$ cat src/rtl/layer_input_sequencer.sv
// Purpose : captures one input vector, then replays it once per output node as
//           serial (weight, data) beats, with weights fetched from an external RAM.
// Latency : fixed 2 cycles from o_weight_rd_en to o_valid; NIN gap-free beats per node.
// Backpr. : none inside a burst; the next node starts only after i_node_done in WAIT.
// Ports   : clk/rst_n (async active-low); i_valid/i_data input-vector words;
//           o_weight_rd_en/o_weight_addr/i_weight_rdata weight RAM (1-cycle read);
//           i_node_done from layer; o_valid/o_weight/o_data beats; o_busy, o_done status.
module layer_input_sequencer #(
  parameter int DATA_WIDTH            = 32,
  parameter int NUMBER_OF_INPUT_NODE  = 3,
  parameter int NUMBER_OF_OUTPUT_NODE = 32,
  parameter int ADDR_WIDTH            = $clog2(NUMBER_OF_INPUT_NODE*NUMBER_OF_OUTPUT_NODE)
) (
  input  logic                  clk,
  input  logic                  rst_n,
  input  logic                  i_valid,
  input  logic [DATA_WIDTH-1:0] i_data,
  output logic                  o_weight_rd_en,
  output logic [ADDR_WIDTH-1:0] o_weight_addr,
  input  logic [DATA_WIDTH-1:0] i_weight_rdata,
  input  logic                  i_node_done,
  output logic                  o_valid,
  output logic [DATA_WIDTH-1:0] o_weight,
  output logic [DATA_WIDTH-1:0] o_data,
  output logic                  o_busy,
  output logic                  o_done
);

  localparam int NIN = NUMBER_OF_INPUT_NODE;
  localparam int NOUT = NUMBER_OF_OUTPUT_NODE;
  localparam int KW = (NIN > 1) ? $clog2(NIN) : 1;
  localparam int NW = (NOUT > 1) ? $clog2(NOUT) : 1;
  localparam logic [KW-1:0] LAST_K = KW'(NIN - 1);
  localparam logic [NW-1:0] LAST_NODE = NW'(NOUT - 1);

  typedef enum logic [1:0] {S_IDLE, S_LOAD, S_STREAM, S_WAIT} state_t;

  state_t                  state, next_state;
  logic [KW-1:0]           in_cnt;
  logic [KW-1:0]           k;
  logic [NW-1:0]           node;
  logic [ADDR_WIDTH-1:0]   addr_cnt;
  logic [KW-1:0]           rd_k;      // buffer index travelling with the issued read
  logic [KW-1:0]           pipe_k;    // same index, aligned with RAM data
  logic                    pipe_vld;  // RAM data valid this cycle
  logic [DATA_WIDTH-1:0]   vec [NIN];
  logic                    accept;

  // A node_done only counts once every beat of the burst has drained out of
  // the read pipeline, so a pulse during or right after streaming is dropped.
  assign accept = (state == S_WAIT) && i_node_done &&
                  !o_weight_rd_en && !pipe_vld && !o_valid;

  // State register
  always_ff @(posedge clk or negedge rst_n) begin
    if (!rst_n) state <= S_IDLE;
    else        state <= next_state;
  end

  // Next-state logic
  always_comb begin
    next_state = state;
    case (state)
      S_IDLE:   if (i_valid) next_state = (NIN == 1) ? S_STREAM : S_LOAD;
      S_LOAD:   if (i_valid && (in_cnt == LAST_K)) next_state = S_STREAM;
      S_STREAM: if (k == LAST_K) next_state = S_WAIT;
      S_WAIT:   if (accept) next_state = (node == LAST_NODE) ? S_IDLE : S_STREAM;
      default:  next_state = S_IDLE;
    endcase
  end

  // Status outputs; o_done fires in the accepting WAIT cycle, so an i_valid
  // arriving in that same cycle is not captured.
  always_comb begin
    o_busy = (state != S_IDLE);
    o_done = accept && (node == LAST_NODE);
  end

  // Counters, read issue and beat pipeline
  always_ff @(posedge clk or negedge rst_n) begin
    if (!rst_n) begin
      in_cnt         <= '0;
      k              <= '0;
      node           <= '0;
      addr_cnt       <= '0;
      rd_k           <= '0;
      pipe_k         <= '0;
      pipe_vld       <= 1'b0;
      o_weight_rd_en <= 1'b0;
      o_weight_addr  <= '0;
      o_valid        <= 1'b0;
      o_weight       <= '0;
      o_data         <= '0;
    end else begin
      o_weight_rd_en <= (state == S_STREAM);
      pipe_vld       <= o_weight_rd_en;
      pipe_k         <= rd_k;
      o_valid        <= pipe_vld;
      if (pipe_vld) begin
        o_weight <= i_weight_rdata;
        o_data   <= vec[pipe_k];
      end
      case (state)
        S_IDLE: begin
          k        <= '0;
          node     <= '0;
          addr_cnt <= '0;
          if (i_valid) in_cnt <= KW'(1);
        end
        S_LOAD: begin
          if (i_valid) in_cnt <= in_cnt + 1'b1;
        end
        S_STREAM: begin
          // Reads for consecutive nodes are contiguous, so a running counter
          // yields node*NIN+k without a multiplier.
          o_weight_addr <= addr_cnt;
          addr_cnt      <= addr_cnt + 1'b1;
          rd_k          <= k;
          k             <= (k == LAST_K) ? '0 : k + 1'b1;
        end
        S_WAIT: begin
          if (accept && (node != LAST_NODE)) node <= node + 1'b1;
        end
        default: ;
      endcase
    end
  end

  // Input vector buffer; written only while loading, so it holds through all bursts.
  always_ff @(posedge clk) begin
    if (i_valid && (state == S_IDLE))      vec[0]      <= i_data;
    else if (i_valid && (state == S_LOAD)) vec[in_cnt] <= i_data;
  end

endmodule

$ cat config.mk
export PLATFORM = sky130hd
export DESIGN_NAME = layer_input_sequencer
export DESIGN_NICKNAME = d
export VERILOG_FILES = /design/src/rtl/layer_input_sequencer.sv
export SDC_FILE = /design/constraint.sdc
export NUM_CORES = 1
export LEC_CHECK = 0
export BUFFER_PORTS_ARGS = -buffer_cell sky130_fd_sc_hd__buf_2
export CAP_MARGIN = 10
export CELL_PAD_IN_SITES_DETAIL_PLACEMENT = 0
export CELL_PAD_IN_SITES_GLOBAL_PLACEMENT = 1
export CORE_ASPECT_RATIO = 0.6
export CORE_MARGIN = 2
export CORE_UTILIZATION = 40
export CTS_CLUSTER_SIZE = 12
export DETAILED_ROUTE_END_ITERATION = 6
export PLACE_DENSITY = 0.82
export SLEW_MARGIN = 20
export SYNTH_ARGS = -nofsm -noshare
export SYNTH_HDL_FRONTEND = slang
export SYNTH_SLANG_ARGS = --single-unit
$ cat constraint.sdc
create_clock -name clk -period 4.2 [get_ports clk]
set_clock_uncertainty 0.15 [all_clocks]
set_input_delay 0.21 -clock clk [delete_from_list [all_inputs] [get_ports clk]]
set_output_delay 0.21 -clock clk [all_outputs]
set_load 0.05 [all_outputs]
==> summary.md <==
| Metric | Value |
|---|---|
| Status | `complete, no violations` |
| Clock latency on the worst-skew pair | `between 0.4 and 0.5 ns` |
| Netlist cell types | `35` |
| Core area | `approximately 18000 µm²` |
| First-pass GRT wire length | `about 24 mm` |
| Crit path cell chain | `nor4b_1, and4_1, buf_2` |
| Crit path DAT | `approximately 2.1 ns` |
| CP Capture Type | `output port` |
| Antenna violations before repair | `1` |
| Vias in the first global route | `4693` |
| Non-filler cells, final | `around 950` |
| Fillcell total | `~1500` |
| CTS clk-pin slew, worst paths | `approximately 0.060 ns` |
| Worst Path Required | `roughly 3.8 ns` |
| CP max stage cell | `nor4b_1` |
| Via count | `between 4000 and 5000` |
| Worst relative slew slack | `0.334` |
| Io pins | `143` |
| Syn Std Cell Area | `between 7000 and 8000 µm²` |
| Post-DP HPWL | `about 10 mm` |
| Final hold violations | `0` |
| Met1 usage | `0.220` |
| Hold_buf cts | `66` |
| Starting DRT DRC Count | `333` |
| Min Tclk post-route | `~2.5 ns` |
| CTS resizes | `0` |
| Largest net degree at the start of global routing | `67` |
| Post-placement cell count | `around 850` |
| WL/cell | `16.2 µm` |
| Sink Count | `~190` |
| Nets@finish | `766` |
| Worst path bufs/invs | `1` |
| Most frequent cells in the layout | `buf_2 (141), edfxtp_1 (96), dfrtp_1 (93), nand2_1 (71), mux2_2 (67)` |
| Setup Viol. Count Final | `0` |
| Fraction of layout cells with a size suffix above 1 | `0.354` |
| H-tree Lvls | `4` |
| Slowest Stage Delay on Critical Path | `~0.69 ns` |
| Setup_tns | `0 ns` |
| PwrDens | `between 700 and 800 nW/µm²` |
| Synth Warn # | `0` |
| Synthesized net count | `roughly 560` |
| Register area share after synthesis | `0.718` |
| GR Util All Layers | `0.165` |
| Initial Utilization | `0.408` |
| Buffers on Ports | `between 100 and 150` |
| Finished Cell Area | `about 9600 µm²` |
| Flop2flop setup slack | `about 1.8 ns` |
| Detailed Routing Iterations Pass 1 | `4` |
| Standard-cell rows | `38` |
| Leakage | `about 4 nW` |
| Min-delay worst type | `primary input to register` |
| Gp weighted congestion | `around 0.73` |
| Max Freq | `406 MHz` |
| Max Cap Viol | `0` |
| Crit-path leading delay family | `simple AND/OR/NAND/NOR gates` |
| Area grow syn2layout | `29.8%` |
| Via density | `about 4.8` |
| Post-CTS setup buffer count | `0` |
| Die area | `between 15000 and 20000 µm²` |
| Most common cell after layout, fill and taps aside | `buf_2` |
| Grt met3 use | `0.0471` |
| Root Driver | `clkbuf_16` |
| Worst-path fanout max | `5` |
| Final wirelength | `between 15 and 20 mm` |
| Cells after synthesis | `about 500` |
| RSZ-0062 raised after global routing | `false` |
| Final Cycle Share | `0.587` |
| Syn avg cell area | `15.1 µm²` |
| Met2 GRT Util | `0.262` |
| CTS Buf Count | `17` |
| Dpl cell area | `8320 µm²` |
| Worst-Margin Slew | `approximately 1 ns` |
| Die height | `roughly 110 µm` |
| Die W | `roughly 180 µm` |
| Residual DRC | `0` |
| Register bit total from synthesis | `around 190` |
| Final core occ | `0.530` |
| Gr ovfl total | `0` |
| GR peak layer | `met2` |
| Critical Path Source Type | `register` |
| DRT antenna net count | `0` |
| TritonCTS clock tree | `built` |
| CTS Buffer Depth | `2` |
| Critical path type | `register to output port` |
| Peak VDD IR | `~350 µV` |
| Fin. max-slew vios | `0` |
## routing by layer
metal / vias to the layer above / share of wire
met5: - / 0
met4: 0 / 0.0084
met3: 11 / 0.055
met2: 99 / 0.47
met1: 2233 / 0.47
li1: 2192 / -
## state kept, by name, indices dropped and copies added (netlist names)
register and cells:
addr_cnt 7, o_valid 1, o_weight_addr 7, k 2, rd_k 2, in_cnt 2, node 5, o_data 32
vec 96, o_weight 32, pipe_vld 1, pipe_k 2, state 2, o_weight_rd_en 1
## kinds of logic (layout without fill, tap and decap cells)
kind of cell / Yosys count / count (layout) / synth area share
buf+inv: 27 / 247 / 0.0155
other cells: 0 / 1 / 0
fa+ha+maj: 4 / 4 / 0.00680
compound gates: 55 / 55 / 0.0429
flops: 192 / 192 / 0.718
simple gates: 109 / 109 / 0.0673
mux: 100 / 100 / 0.149
## report_power, final
part	switching, mW	internal (mW)	leakage, nW
clock	0.675	0.876	0.280
sequential	0.462	2.50	2.01
combinational	2.01	0.986	1.61
## area by class of cell
type / instances / area [µm²] / area share
multi-input combinational: 268 / 1980 / 0.207
timing repair buffer: 212 / 1400 / 0.147
sequential: 192 / 5290 / 0.554
inverter: 3 / 11.3 / 0.00118
tap: 240 / 300 / 0.0314
antenna: 1 / 2.50 / 0.000262
clock inverter: 14 / 139 / 0.0145
clock buffer: 18 / 429 / 0.0449
## Yosys cell counts (all sizes together)
cell type | count | area share
nand3b | 3 | 0.0031
dfrtp | 96 | 0.33
and3 | 1 | 0.00085
mux2 | 67 | 0.10
buf | 17 | 0.010
nand4 | 3 | 0.0026
inv | 3 | 0.0015
and4 | 1 | 0.0012
nand2 | 71 | 0.036
ha | 4 | 0.0068
and2 | 1 | 0.00085
nor4b | 2 | 0.0024
nor4 | 1 | 0.00085
nand3 | 4 | 0.0027
a22oi | 1 | 0.0010
clkbuf | 7 | 0.0036
nor2 | 8 | 0.0041
or3 | 2 | 0.0017
a31oi | 1 | 0.00085
a221o | 1 | 0.0014
o21a | 1 | 0.0010
a21oi | 4 | 0.0027
mux2i | 32 | 0.044
a2bb2oi | 1 | 0.0012
or4b | 1 | 0.0019
o211ai | 3 | 0.0031
nor2b | 4 | 0.0034
nor3 | 2 | 0.0014
nand2b | 5 | 0.0043
edfxtp | 96 | 0.39
a22o | 4 | 0.0048
mux4 | 1 | 0.0031
o21ai | 38 | 0.026
a21o | 1 | 0.0010
## worst paths after layout
| path | startpoint | endpoint | depth (start not counted) |
|---|---|---|---|
| max in group asynchronous | rst_n | o_weight[7] | 3 |
| min in group asynchronous | rst_n | o_data[1] | 2 |
| worst min-delay path | i_node_done | node[3] | 4 |
| worst max-delay path | o_weight_rd_en | o_done | 3 |
| worst max register to register | state[0] | node[0] | 3 |
| worst min register to register | rd_k[1] | pipe_k[1] | 0 |
## metrics by stage
step,power (mW),hold slack (ns),setup slack (ns)
2_1_floorplan,5.22,-0.236,0.409
3_3_place_gp,5.88,0.186,1.90
3_5_place_dp,5.98,0.205,1.83
4_1_cts,7.59,0.135,1.72
5_1_grt,7.93,0.186,1.55
6_report,7.51,0.152,1.73
## worst register-to-register path: cells and delay by family (launching register included)
family                 cells  cell delay, ns
AOI/OAI and AO/OA          1            0.44
DFF                        1            0.92
and+or+nand+nor            1            0.46
buffers and inverters      1            0.36
(Power assumes the default switching activity.)
